==> src/rtl/gray12_pkg.sv <==
// ============================================================================
//  Module      : gray12_pkg
//  Description : Shared definitions for the 12-state Gray pointer: code table,
//                mod-12 arithmetic and Gray/index conversion helpers.
//  Revision    : 1.0  initial release
// ============================================================================
`default_nettype none

package gray12_pkg;

    localparam int unsigned N_IDX   = 12;
    localparam logic [3:0]  IDX_MAX = 4'd11;

    localparam logic [3:0] GRAY_0  = 4'b0000;
    localparam logic [3:0] GRAY_1  = 4'b0001;
    localparam logic [3:0] GRAY_2  = 4'b0011;
    localparam logic [3:0] GRAY_3  = 4'b0010;
    localparam logic [3:0] GRAY_4  = 4'b0110;
    localparam logic [3:0] GRAY_5  = 4'b0111;
    localparam logic [3:0] GRAY_6  = 4'b0101;
    localparam logic [3:0] GRAY_7  = 4'b0100;
    localparam logic [3:0] GRAY_8  = 4'b1100;
    localparam logic [3:0] GRAY_9  = 4'b1101;
    localparam logic [3:0] GRAY_10 = 4'b1001;
    localparam logic [3:0] GRAY_11 = 4'b1000;

    typedef struct packed {
        logic       illegal;
        logic [3:0] idx;
    } gray_dec_t;

    // Wraps 11 -> 0; out-of-range inputs also fold back to 0.
    function automatic logic [3:0] mod12_inc(input logic [3:0] a);
        logic [3:0] r;
        if (a >= IDX_MAX) begin
            r = 4'd0;
        end else begin
            r = a + 4'd1;
        end
        return r;
    endfunction

    // True modulo-12 difference a - b for a, b in 0..11.
    function automatic logic [3:0] mod12_sub(input logic [3:0] a, input logic [3:0] b);
        logic [4:0] wide;
        if (a >= b) begin
            wide = {1'b0, a} - {1'b0, b};
        end else begin
            wide = {1'b0, a} + 5'd12 - {1'b0, b};
        end
        return wide[3:0];
    endfunction

    function automatic logic [3:0] idx_to_gray(input logic [3:0] idx);
        logic [3:0] g;
        case (idx)
            4'd0:    g = GRAY_0;
            4'd1:    g = GRAY_1;
            4'd2:    g = GRAY_2;
            4'd3:    g = GRAY_3;
            4'd4:    g = GRAY_4;
            4'd5:    g = GRAY_5;
            4'd6:    g = GRAY_6;
            4'd7:    g = GRAY_7;
            4'd8:    g = GRAY_8;
            4'd9:    g = GRAY_9;
            4'd10:   g = GRAY_10;
            4'd11:   g = GRAY_11;
            default: g = GRAY_0;
        endcase
        return g;
    endfunction

    function automatic gray_dec_t gray_decode(input logic [3:0] g);
        gray_dec_t d;
        d.illegal = 1'b0;
        case (g)
            GRAY_0:  d.idx = 4'd0;
            GRAY_1:  d.idx = 4'd1;
            GRAY_2:  d.idx = 4'd2;
            GRAY_3:  d.idx = 4'd3;
            GRAY_4:  d.idx = 4'd4;
            GRAY_5:  d.idx = 4'd5;
            GRAY_6:  d.idx = 4'd6;
            GRAY_7:  d.idx = 4'd7;
            GRAY_8:  d.idx = 4'd8;
            GRAY_9:  d.idx = 4'd9;
            GRAY_10: d.idx = 4'd10;
            GRAY_11: d.idx = 4'd11;
            default: begin
                d.idx     = 4'd0;
                d.illegal = 1'b1;
            end
        endcase
        return d;
    endfunction

    function automatic logic [3:0] gray_to_idx(input logic [3:0] g);
        gray_dec_t d;
        d = gray_decode(g);
        return d.idx;
    endfunction

    function automatic logic gray_is_illegal(input logic [3:0] g);
        gray_dec_t d;
        d = gray_decode(g);
        return d.illegal;
    endfunction

endpackage

`default_nettype wire

==> src/rtl/gray_sync.sv <==
// ============================================================================
//  Module      : gray_sync
//  Description : SYNC_STAGES-deep 4-bit synchronizer chain, kept separate so
//                CDC constraints can target it by hierarchy.
//  Revision    : 1.0  initial release
// ============================================================================
`default_nettype none

module gray_sync #(
    parameter int SYNC_STAGES = 2
) (
    input  logic       clk,
    input  logic       reset,
    input  logic [3:0] d,
    output logic [3:0] q
);

    logic [3:0] stage_q [SYNC_STAGES];

    // Pure flop chain: any logic between stages would defeat the synchronizer.
    always_ff @(posedge clk) begin
        if (reset) begin
            for (int i = 0; i < SYNC_STAGES; i++) begin
                stage_q[i] <= 4'b0000;
            end
        end else begin
            stage_q[0] <= d;
            for (int i = 1; i < SYNC_STAGES; i++) begin
                stage_q[i] <= stage_q[i-1];
            end
        end
    end

    assign q = stage_q[SYNC_STAGES-1];

endmodule

`default_nettype wire

==> src/rtl/gray12_ptr_rx.sv <==
// ============================================================================
//  Module      : gray12_ptr_rx
//  Description : Read side of the mod-12 Gray elastic-buffer pointer: syncs and
//                checks the remote write pointer, keeps the local read pointer.
//  Revision    : 1.0  initial release
// ============================================================================
`default_nettype none

module gray12_ptr_rx
    import gray12_pkg::*;
#(
    parameter int SYNC_STAGES = 2   // legal range 2..4
) (
    input  logic       clk,
    input  logic       reset,
    input  logic [3:0] gray_in,
    input  logic       rd_en,
    input  logic       clr_err,
    output logic [3:0] wr_bin,
    output logic [3:0] rd_bin,
    output logic [3:0] rd_gray,
    output logic [3:0] count,
    output logic       empty,
    output logic       full,
    output logic [1:0] err
);

    logic [3:0] sync_gray;
    gray_dec_t  sync_dec;

    logic [3:0] wr_bin_q,  wr_bin_d;
    logic [3:0] rd_bin_q,  rd_bin_d;
    logic [3:0] rd_gray_q, rd_gray_d;
    logic [1:0] err_q,     err_d;
    logic [3:0] count_w;
    logic       empty_w;

    gray_sync #(
        .SYNC_STAGES (SYNC_STAGES)
    ) u_gray_sync (
        .clk   (clk),
        .reset (reset),
        .d     (gray_in),
        .q     (sync_gray)
    );

    assign sync_dec = gray_decode(sync_gray);
    assign count_w  = mod12_sub(wr_bin_q, rd_bin_q);
    assign empty_w  = (count_w == 4'd0);

    always_comb begin
        wr_bin_d  = wr_bin_q;
        rd_bin_d  = rd_bin_q;
        rd_gray_d = rd_gray_q;
        err_d     = clr_err ? 2'b00 : err_q;

        // An illegal code leaves wr_bin alone; a legal jump resyncs but flags.
        if (sync_dec.illegal) begin
            err_d[0] = 1'b1;
        end else if (sync_dec.idx != wr_bin_q) begin
            wr_bin_d = sync_dec.idx;
            if (sync_dec.idx != mod12_inc(wr_bin_q)) begin
                err_d[0] = 1'b1;
            end
        end

        if (rd_en) begin
            if (empty_w) begin
                err_d[1] = 1'b1;
            end else begin
                rd_bin_d  = mod12_inc(rd_bin_q);
                rd_gray_d = idx_to_gray(rd_bin_d);
            end
        end
    end

    always_ff @(posedge clk) begin
        if (reset) begin
            wr_bin_q  <= 4'd0;
            rd_bin_q  <= 4'd0;
            rd_gray_q <= GRAY_0;
            err_q     <= 2'b00;
        end else begin
            wr_bin_q  <= wr_bin_d;
            rd_bin_q  <= rd_bin_d;
            rd_gray_q <= rd_gray_d;
            err_q     <= err_d;
        end
    end

    assign wr_bin  = wr_bin_q;
    assign rd_bin  = rd_bin_q;
    assign rd_gray = rd_gray_q;
    assign count   = count_w;
    assign empty   = empty_w;
    assign full    = (count_w == IDX_MAX);
    assign err     = err_q;

endmodule

`default_nettype wire
==> config.mk <==
export PLATFORM = sky130hd
export DESIGN_NAME = gray12_ptr_rx
export DESIGN_NICKNAME = d
export VERILOG_FILES = /design/src/rtl/gray12_pkg.sv /design/src/rtl/gray_sync.sv /design/src/rtl/gray12_ptr_rx.sv
export SDC_FILE = /design/constraint.sdc
export NUM_CORES = 1
export LEC_CHECK = 0
export ABC_AREA = 1
export BUFFER_PORTS_ARGS = -buffer_cell sky130_fd_sc_hd__buf_4
export CORE_MARGIN = 2
export CORE_UTILIZATION = 35
export DETAILED_ROUTE_END_ITERATION = 10
export GPL_ROUTABILITY_DRIVEN = 0
export MAX_ROUTING_LAYER = met4
export PLACE_DENSITY = 0.65
export SKIP_LAST_GASP = 1
export SLEW_MARGIN = 20
export SYNTH_ARGS = -nofsm -noshare
export SYNTH_HDL_FRONTEND = slang
export SYNTH_SLANG_ARGS = --single-unit
==> constraint.sdc <==
create_clock -name clk -period 3.3 [get_ports clk]
set_clock_uncertainty 0.05 [all_clocks]
set_input_delay 0.66 -clock clk [delete_from_list [all_inputs] [get_ports clk]]
set_output_delay 0.66 -clock clk [all_outputs]
set_load 0.02 [all_outputs]
## Yosys cells after proc, flatten, opt, wreduce, memory -nomap -nowiden

Memories as Yosys holds them, arrays and structs flattened. A register that Yosys moved wholly into a read port is not among the register bits.
Index checks and enable logic that the tools add are counted.

- Register bits: 10
- Latch bits: 0
- Memory bits (writable): 8
- Memory bits (read-only): 64
- Output and inout bits: 20
- Memories: 2

- Add/sub/neg operators: 5
- $mul: 0
- Divide/modulo/power cells: 0
- $lt $le $gt $ge: 3
- Equality and inequality tests: 14
- Shift operators: 0
- Multiplexer cells: 19
- Bitwise logic cells: 3
- Reduce and logical (&&, ||, !) cells: 5

Memory list:

| name | words | bits a word | read ports | clocked after Yosys merged registers in | wr ports | line | text |
|---|---|---|---|---|---|---|---|
| (no name shown) | 16 | 4 | 1 | 1 | 0 | gray12_pkg.sv:56 | `case (idx)` |
| u_gray_sync.stage_q | 2 | 4 | 2 | 0 | 2 | gray_sync.sv:18 | `logic [3:0] stage_q [SYNC_STAGES];` |

Operator list:

| cell | number |
|---|---|
| $pmux 4 s11 | 1 |
| $mux 4 | 9 |
| $eq 4x4->1 const B | 5 |
| $eq 4x3->1 const B | 4 |
| $reduce_or 12->1 | 1 |
| $add 4x1->4 const B | 2 |
| $eq 4x2->1 const B | 2 |
| $ge 4x4->1 const B | 2 |
| $logic_not 4->1 | 2 |
| $mux 1 | 8 |
| $ne 4x4->1 | 2 |
| $sub 4x4->4 | 2 |
| $add 4x4->4 const B | 1 |
| $eq 4x1->1 const B | 1 |
| $ge 4x4->1 | 1 |
| $reduce_and 2->1 | 2 |
| $mux 2 | 1 |
| $or 1x1->1 | 2 |
| $not 1->1 | 1 |

## Longest topological paths before layout

Gate-level depths: netlist of the first run.

- Depth after elaboration: 9
- Mapped depth: 17
- Mapped depth without buffers: 17

## By module

Synthesis of the first run repeated with hierarchy kept, for this count alone.

- Cell total of the unflattened synthesis: 247
- Area total of the unflattened synthesis: 1589.0 um^2

Modules (own cells, without submodules):

| module | instances | cells each | area each (um^2) | seq. area each (um^2) |
|---|---|---|---|---|
| gray12_ptr_rx | 1 | 218 | 1327.5 | 280.3 |
| gray_sync | 1 | 29 | 261.5 | 160.2 |

## Worst setup path after synthesis of the first run

No wires, ideal clock.

- Kind: reg2out
- From: reg wr_bin_q[2] (netlist: wr_bin[2])
- To: out full
- Arrival time: 2.495 ns
- Data required time: 2.590 ns
- Slack: 0.095 ns
- Cell stages (with the launch flop): 14
- Cell sequence: dfxtp_1 inv_1 ha_1 inv_1 fa_1 inv_1 nand2_1 nand2_1 nand2_1 nand2_1 nand2_4 nand2_4 inv_2 nor3_1

- Word-level cells in the longest chain between the ends: 4

Ends and longest elaborated chain:

| element | line | text |
|---|---|---|
| from (decl) | gray12_ptr_rx.sv:31 | `logic [3:0] wr_bin_q, wr_bin_d;` |
| from (signal assigned) | gray12_ptr_rx.sv:84 | `wr_bin_q <= wr_bin_d;` |
| $add 4x4->4 | gray12_pkg.sv:49 | `wide = {1'b0, a} + 5'd12 - {1'b0, b};` |
| $sub 4x4->4 | gray12_pkg.sv:49 |  |
| $mux 4 * | gray12_pkg.sv:46 | `if (a >= b) begin` |
| named net count[3] | gray12_ptr_rx.sv:22 | `output logic [3:0] count,` |
| $eq 4x4->1 * | gray12_ptr_rx.sv:96 | `assign full = (count_w == IDX_MAX);` |
| to (decl) | gray12_ptr_rx.sv:24 | `output logic full,` |

The timed path passes the listed nets; every way through them passes the cells marked *.

## Worst setup path in the final report of the first run

- From: reg rd_bin_q[1] (netlist: rd_bin[1])
- To: out full

- Word-level cells in the longest chain between the ends: 3

Ends and longest elaborated chain:

| element | line | text |
|---|---|---|
| from (decl) | gray12_ptr_rx.sv:32 | `logic [3:0] rd_bin_q, rd_bin_d;` |
| from (signal assigned) | gray12_ptr_rx.sv:85 | `rd_bin_q <= rd_bin_d;` |
| $sub 4x4->4, or another cell as far along | gray12_pkg.sv:49 |  |
| $mux 4 * | gray12_pkg.sv:46 |  |
| $eq 4x4->1 * | gray12_ptr_rx.sv:96 |  |

Every way passes the cells marked *; elsewhere a longest branch is shown, timed or not.

==> results of run 1 <==
[metrics by stage]
stage | util [%] | cells | hold WS, ps
5_1_grt | 44.47 | 312 | 379.4
6_report | 44.47 | 312 | 352.9
4_1_cts | 43.84 | 312 | 354.1
3_3_place_gp | 42.16 | 308 | 338.2
2_1_floorplan | - | 229 | 338.3
3_5_place_dp | 42.16 | 308 | 342.1
[how the worst min path moves through the flow]
stage,to,slack (ps),cells after the start
CTS,u_gray_sync.stage_q[0][5]$_SDFF_PP0_,350,2
finish,u_gray_sync.stage_q[0][5]$_SDFF_PP0_,350,2
global placement,u_gray_sync.stage_q[0][6]$_SDFF_PP0_,340,2
global route,u_gray_sync.stage_q[0][4]$_SDFF_PP0_,380,2
floorplan,u_gray_sync.stage_q[0][4]$_SDFF_PP0_,340,2
detailed placement,u_gray_sync.stage_q[0][5]$_SDFF_PP0_,340,2
[power by group through the flow]
| stage | logic [mW] | clock network, mW | registers [mW] |
|---|---|---|---|
| 2_1_floorplan | 0.722 | 0 | 0.407 |
| 3_3_place_gp | 1.03 | 0 | 0.358 |
| 3_5_place_dp | 1.04 | 0 | 0.358 |
| 4_1_cts | 1.05 | 0.257 | 0.353 |
| 5_1_grt | 1.17 | 0.270 | 0.366 |
| 6_report | 1.06 | 0.249 | 0.357 |
[kinds of logic after synthesis]
| group | count (synthesis) | synth area share (%) |
|---|---|---|
| simple gates | 127 | 40.81 |
| buf+inv | 48 | 11.61 |
| flops | 22 | 28.39 |
| compound gates | 15 | 5.161 |
| fa+ha+maj | 12 | 11.13 |
| xor+xnor | 4 | 2.258 |
| mux | 1 | 0.6452 |
[placed cells by master (no fill, tap or decap)]
cell,Yosys,layout
nand3_2,1,1
a31oi_1,1,1
inv_1,43,43
mux2i_1,1,1
nor3_2,0,1
dfxtp_4,0,2
clkbuf_8,0,3
fa_1,3,2
ha_4,0,1
a21oi_1,7,7
nand3b_1,1,1
nor2_2,5,5
nand2_4,3,3
nand3_1,16,16
buf_4,0,28
dfxtp_2,0,1
inv_2,4,4
xor2_1,3,3
or2_4,1,1
dfxtp_1,22,19
nand2_1,65,65
o21ai_0,5,5
bufinv_16,0,1
nand4_1,2,2
nor2_1,20,20
nor2_8,2,2
nand3_4,2,2
o21ai_2,1,1
fa_2,0,1
o21ai_1,1,1
nand2_2,8,8
ha_1,9,8
xnor2_1,1,1
[registers in the layout, indices dropped and copies added, names as in the netlist]
register and count:
u_gray_sync.stage_q 8, rd_bin 4, rd_gray 4, wr_bin 4
err 2
[critical path: stages (launching register included)]
cell and delay (ps):
dfxtp_4 370, inv_1 60, ha_1 310, ha_1 230, fa_2 340, inv_1 60, nand2_1 60, nand2_1 70
nand2_1 60, nand2_1 100, nand2_4 60, nand2_4 110, inv_2 50, nor3_2 90, buf_4 160
[cell type report]
type                    count  area share, %
flip-flops and latches     22          23.36
well taps                  52          3.383
multi-input cells         159          49.45
inverters                  47          9.174
repair buffers             28          10.93
clock buffers               3          2.147
clock inverters             1          1.561
[what timing repair did]
item,CTS,global route
gates resized for setup,1,7
cloned,0,0
endpoints found under the hold margin,0,0
endpoints found under the setup margin,1,2
buffers inserted,0,0
[layer usage]
layer | wire [um] | GRT usage [%]
met2 | 1420 | 21.91
met3 | 117 | 3.134
met4 | 43 | 4.403
met5 | 0 | -
met1 | 1546 | 18.05
==> reports/metrics.csv, run 1 <==
stage;metric;value;unit
status;status;complete, no violations;
grt;Overflow after GRT;0;
logic_synthesis;largest cells by area after synthesis;dfxtp_1, nand2_1, inv_1;
timing;RSZ-0062 raised after global routing;false;
clock_network;CTS tree;yes;
placement;pre-CTS setup slack;280.1;ps
power_and_ir_drop;post-layout power;1.661;mW
setup_path;Worst setup SP type;flip-flop;
cells_and_area;layout cells sized above 1;25.00;%
power_and_ir_drop;Sequential Power Share;21.5;%
clock_network;Clock Sinks;22;
clock_network;CTS root buffer;clkbuf_8;
power_and_ir_drop;Gate power share;63.5;%
power_and_ir_drop;clock power share;15.0;%
timing;worst setup margin;200.7;ps
setup_path;Worst EP required;2590;ps
cells_and_area;area occupied by multi-input gates;950.9;um2
grt;vias in the first global route;1298;
clock_network;clock buffer depth;2;
logic_synthesis;most common flop cell mapped by yosys;dfxtp_1;
clock_network;Reg clk slew, reported paths;80;ps
detailed_routing;DR WL/cell;10.02;um
timing;Slew @ Worst Pin;302.5;ps
grt;Total GRT Usage;13.98;%
grt;first-pass GRT wire length;5.540;mm
logic_synthesis;yosys warns;0;
setup_path;crit-path max FO;5;
cells_and_area;area growth from synthesis to layout;23.95;%
floorplan;CORE AREA;4324;um2
clock_network;H-Tree Depth;1;
power_and_ir_drop;switching power;0.7756;mW
logic_synthesis;syn_area_per_cell;6.775;um2
logic_synthesis;most frequent cells after synthesis;nand2_1, inv_1, dfxtp_1;
cells_and_area;Register Area;449.2;um2
power_and_ir_drop;Int Power;0.8856;mW
cells_and_area;Design Area, Final;1923;um2
setup_path;crit path to;full;
floorplan;chip height;70.58;um
timing;Final Setup Violations;0;
flow_run;MaxCap Viol Count;0;
logic_synthesis;area leader, netlist;dfxtp_1;
timing;final hold vios;0;
logic_synthesis;top-count cell post-synth;nand2_1;
timing;min Tclk post-route;3099;ps
logic_synthesis;Mapped Cells;229;
setup_path;setup slack, reg-to-reg;930;ps
timing;headroom to the max-slew limit;79.62;%
detailed_routing;final wirelength;3.126;mm
logic_synthesis;Seq/Total Area, Yosys;28.39;%
timing;Max Slew Vio Count;0;
placement;dpl hpwl;2.491;mm
worst_hold_path;hold_sp;u_gray_sync.stage_q[0][1]$_SDFF_PP0_;
placement;PortBufs;27;
logic_synthesis;Yosys reg bits;22;
logic_synthesis;Post-synth EDFFs;0;
setup_path;worst setup path class;flip-flop to output pin;
timing;period utilization;93.92;%
detailed_routing;Vias;1407;
timing;fmax;322.7;MHz
logic_synthesis;Synth top area share;28.39;%
power_and_ir_drop;leak pwr;1.027;nW
timing;post-route setup TNS;0;ps
floorplan;Site Rows;24;
detailed_routing;drt first-iter violations;57;
clock_network;CTS Buf Count;3;
power_and_ir_drop;worst vdd ir;457.6;uV
detailed_routing;DR vias/cell;4.510;
setup_path;crit path DAT;2390;ps
power_and_ir_drop;Switching Fraction;46.69;%
grt;largest net degree at the start of global routing;16;
setup_path;crit path launch;rd_bin[1]$_SDFFE_PP0P_;
setup_path;crit end category;output pin;
setup_path;FF-to-FF path depth;16;
logic_synthesis;Synth Cell Area;1551;um2
cells_and_area;# diodes;0;
worst_hold_path;Worst Hold Class;flip-flop to flip-flop;
logic_synthesis;ys async rst share;0;%
floorplan;Die X;70.58;um
cells_and_area;nets;281;
clock_network;cts hold-fix bufs;0;
detailed_routing;DR pass1 iterations;4;
setup_path;reg2reg end;rd_bin[2]$_SDFFE_PP0P_;
floorplan;Ports;28;
grt;initial antenna violation count;0;
detailed_routing;DRC Markers;0;
floorplan;die area;4982;um2
setup_path;Reg-to-Reg Start;rd_bin[1]$_SDFFE_PP0P_;
placement;Placed Area;1823;um2
logic_synthesis;Netlist cell types;27;
logic_synthesis;syn_nets;249;
cells_and_area;fill count;457;
power_and_ir_drop;power per cell area;863.8;nW/um2
detailed_routing;antenna viol nets, final;0;
floorplan;initial core utilization;35.88;%
clock_network;Skew-Pair Late Insertion Delay;260;ps
No activity file was read; power rests on OpenSTA's default activity.
==> run 2, diff against run 1 <==
clock period = 3.55 ns   (was 3.3 ns; I/O delays follow)
==> run 2 against run 1 <==
Sequential share of layout area hardly changed. Sequential power down 6.2%. Sequential cell count did not move. Setup slack better by 49 ps. Die area unchanged. Routed wire length fell by 1.9%. Global-route usage down 0.20 points. Non-clock buffer count is 1 lower. Utilization is 0.81 points lower. Highest routed layer unchanged. Cell count is 0.32% lower.
==> reports/metrics.csv, run 2 (synthesis results as in run 1) <==
stage;metric;value;unit;change
status;status;complete, no violations;;unchanged
power_and_ir_drop;Int Power;0.8049;mW;was 0.8856 mW
grt;Total GRT Usage;13.78;%;was 13.98%
cells_and_area;max FFs per register;8;;unchanged
placement;pre-CTS setup slack;504.3;ps;was 280.1 ps
setup_path;crit end category;output pin;;unchanged
timing;period utilization;92.96;%;
placement;Placed Area;1815;um2;was 1823 um2
timing;Final Setup Violations;0;;unchanged
cells_and_area;Design Area, Final;1888;um2;was 1923 um2
power_and_ir_drop;Gate power share;62.2;%;was 63.5%
cells_and_area;area growth from synthesis to layout;21.69;%;was 23.95%
power_and_ir_drop;worst vdd ir;454.9;uV;was 457.6 uV
worst_hold_path;Worst Hold Class;flip-flop to flip-flop;;unchanged
floorplan;die area;4982;um2;unchanged
power_and_ir_drop;switching power;0.7103;mW;was 0.7756 mW
worst_hold_path;Worst Hold Depth;2;;unchanged
cells_and_area;Most flops, register;u_gray_sync.stage_q;;unchanged
cells_and_area;nets;280;;was 281
floorplan;Die X;70.58;um;unchanged
grt;largest net degree at the start of global routing;16;;unchanged
clock_network;CTS tree;yes;;unchanged
detailed_routing;DR WL/cell;9.859;um;was 10.02 um
detailed_routing;antenna viol nets, final;0;;unchanged
grt;Overflow after GRT;0;;unchanged
detailed_routing;DR vias/cell;4.389;;was 4.510
power_and_ir_drop;Sequential Power Share;22.1;%;was 21.5%
grt;first-pass GRT wire length;5.409;mm;was 5.540 mm
cells_and_area;Final Non-Filler Cells;311;;was 312
timing;Max Slew Vio Count;0;;unchanged
power_and_ir_drop;Switching Fraction;46.88;%;was 46.69%
flow_run;MaxCap Viol Count;0;;unchanged
timing;Slew @ Worst Pin;320.0;ps;was 302.5 ps
power_and_ir_drop;leak pwr;1.021;nW;was 1.027 nW
cells_and_area;fill count;471;;was 457
timing;min Tclk post-route;3300;ps;
setup_path;Max stage delay on crit path;410;ps;was 370 ps
floorplan;CORE AREA;4324;um2;unchanged
detailed_routing;DRC Markers;0;;unchanged
clock_network;H-Tree Depth;1;;unchanged
detailed_routing;final wirelength;3.066;mm;was 3.126 mm
setup_path;Worst EP required;2790;ps;was 2590 ps
power_and_ir_drop;power per cell area;802.5;nW/um2;was 863.8 nW/um2
cells_and_area;commonest non-fill, non-tap cell in the layout;nand2_1;;unchanged
clock_network;Reg clk slew, reported paths;80;ps;about the same
timing;headroom to the max-slew limit;78.44;%;was 79.62%
detailed_routing;DR pass1 iterations;5;;was 4
setup_path;crit-path max FO;5;;unchanged
setup_path;Worst setup SP type;flip-flop;;unchanged
floorplan;chip height;70.58;um;unchanged
placement;dpl hpwl;2.395;mm;was 2.491 mm
floorplan;Ports;28;;unchanged
setup_path;FF-to-FF path depth;16;;unchanged
timing;worst setup margin;250.1;ps;was 200.7 ps
clock_network;CTS root buffer;clkbuf_8;;unchanged
detailed_routing;drt first-iter violations;58;;was 57
grt;initial antenna violation count;0;;unchanged
power_and_ir_drop;post-layout power;1.515;mW;was 1.661 mW
timing;post-route setup TNS;0;ps;unchanged
placement;Placed Instances;307;;was 308
setup_path;worst setup path class;flip-flop to output pin;;unchanged
cells_and_area;layout cells sized above 1;22.78;%;was 25.00%
power_and_ir_drop;clock power share;15.7;%;was 15.0%
timing;fmax;303.0;MHz;
clock_network;Clock Sinks;22;;unchanged
grt;vias in the first global route;1295;;was 1298
setup_path;cell mode on critical path;nand2_1;;unchanged
cells_and_area;most frequent cells in the layout;nand2_1, inv_1, buf_4;;unchanged
placement;PortBufs;27;;unchanged
cells_and_area;# diodes;0;;unchanged
timing;RSZ-0062 raised after global routing;false;;unchanged
floorplan;initial core utilization;35.88;%;unchanged
setup_path;critical-path cell list;inv_1 -> ha_1 -> ha_1 -> fa_1 -> inv_1 -> nand2_1 -> nand2_1 -> nand2_1 -> nand2_1 -> nand2_4 -> nand2_4 -> inv_2 -> nor3_1 -> buf_4;;was inv_1 -> ha_1 -> ha_1 -> fa_2 -> inv_1 -> nand2_1 -> nand2_1 -> nand2_1 -> nand2_1 -> nand2_4 -> nand2_4 -> inv_2 -> nor3_2 -> buf_4
floorplan;Site Rows;24;;unchanged
timing;final hold vios;0;;unchanged
clock_network;CTS Buf Count;3;;unchanged
detailed_routing;Vias;1365;;was 1407
clock_network;Skew-Pair Late Insertion Delay;270;ps;was 260 ps
setup_path;crit path DAT;2540;ps;was 2390 ps
clock_network;clock buffer depth;2;;unchanged
clock_network;postcts setup bufs;0;;unchanged
setup_path;critical path's slowest cell;dfxtp_1;;was dfxtp_4
## run 2: cell count changes in the layout (fill, tap and decap cells not counted), sizes merged
| cell | before | now |
|---|---|---|
| buf | 28 | 27 |
## run 2: metrics by stage
| step | utilization (%) | hold WS, ps |
|---|---|---|
| 2_1_floorplan | - | 338.3 |
| 3_3_place_gp | 41.99 | 338.3 |
| 3_5_place_dp | 41.99 | 342.1 |
| 4_1_cts | 43.63 | 354.1 |
| 5_1_grt | 43.66 | 384.4 |
| 6_report | 43.66 | 352.9 |
## run 2: layer usage
metal / track usage (%) / vias up / share of wire (%)
li1: - / 750 / -
met1: 17.38 / 589 / 51
met2: 21.59 / 20 / 44
met3: 2.422 / 6 / 3.6
met4: 6.289 / 0 / 2.0
met5: - / - / 0
## run 2: layout make-up
cell class              count  area, um2  share of cell area, %
clock buffers               3      41.29                  2.187
clock inverters             1      30.03                  1.590
inverters                  47      176.4                  9.344
multi-input cells         159      930.9                  49.30
flip-flops and latches     22      441.7                  23.39
well taps                  52      65.06                  3.446
repair buffers             27      202.7                  10.74
## run 2: path summary, 6_finish.rpt
check,from,end,slack [ps]
max reg2reg,rd_bin[1]$_SDFFE_PP0P_,rd_bin[1]$_SDFFE_PP0P_,1070
min,u_gray_sync.stage_q[0][1]$_SDFF_PP0_,u_gray_sync.stage_q[0][5]$_SDFF_PP0_,350
min reg2reg,u_gray_sync.stage_q[0][1]$_SDFF_PP0_,u_gray_sync.stage_q[0][5]$_SDFF_PP0_,350
max,rd_bin[1]$_SDFFE_PP0P_,full,250
## run 2: critical path, delay by kind of cell, from the launching register on
| family | cells | cell delay (ps) |
|---|---|---|
| flip-flops | 1 | 410 |
| AND/OR/NAND/NOR | 7 | 560 |
| adder cells (fa/ha/maj) | 3 | 910 |
| buffers and inverters | 4 | 370 |
## run 2: power groups by stage
| stage | combinational [mW] | clock (mW) | sequential (mW) |
|---|---|---|---|
| after floorplan | 0.671 | 0 | 0.379 |
| after global placement | 0.945 | 0 | 0.339 |
| after detailed placement | 0.948 | 0 | 0.339 |
| after CTS | 0.955 | 0.241 | 0.335 |
| after global routing | 1.05 | 0.256 | 0.343 |
| final | 0.943 | 0.238 | 0.335 |
## run 2: repair_timing
action | in CTS | in global routing
endpoints found under the setup margin | 0 | 1
hold buffers | 0 | 0
gates resized for setup | 0 | 1
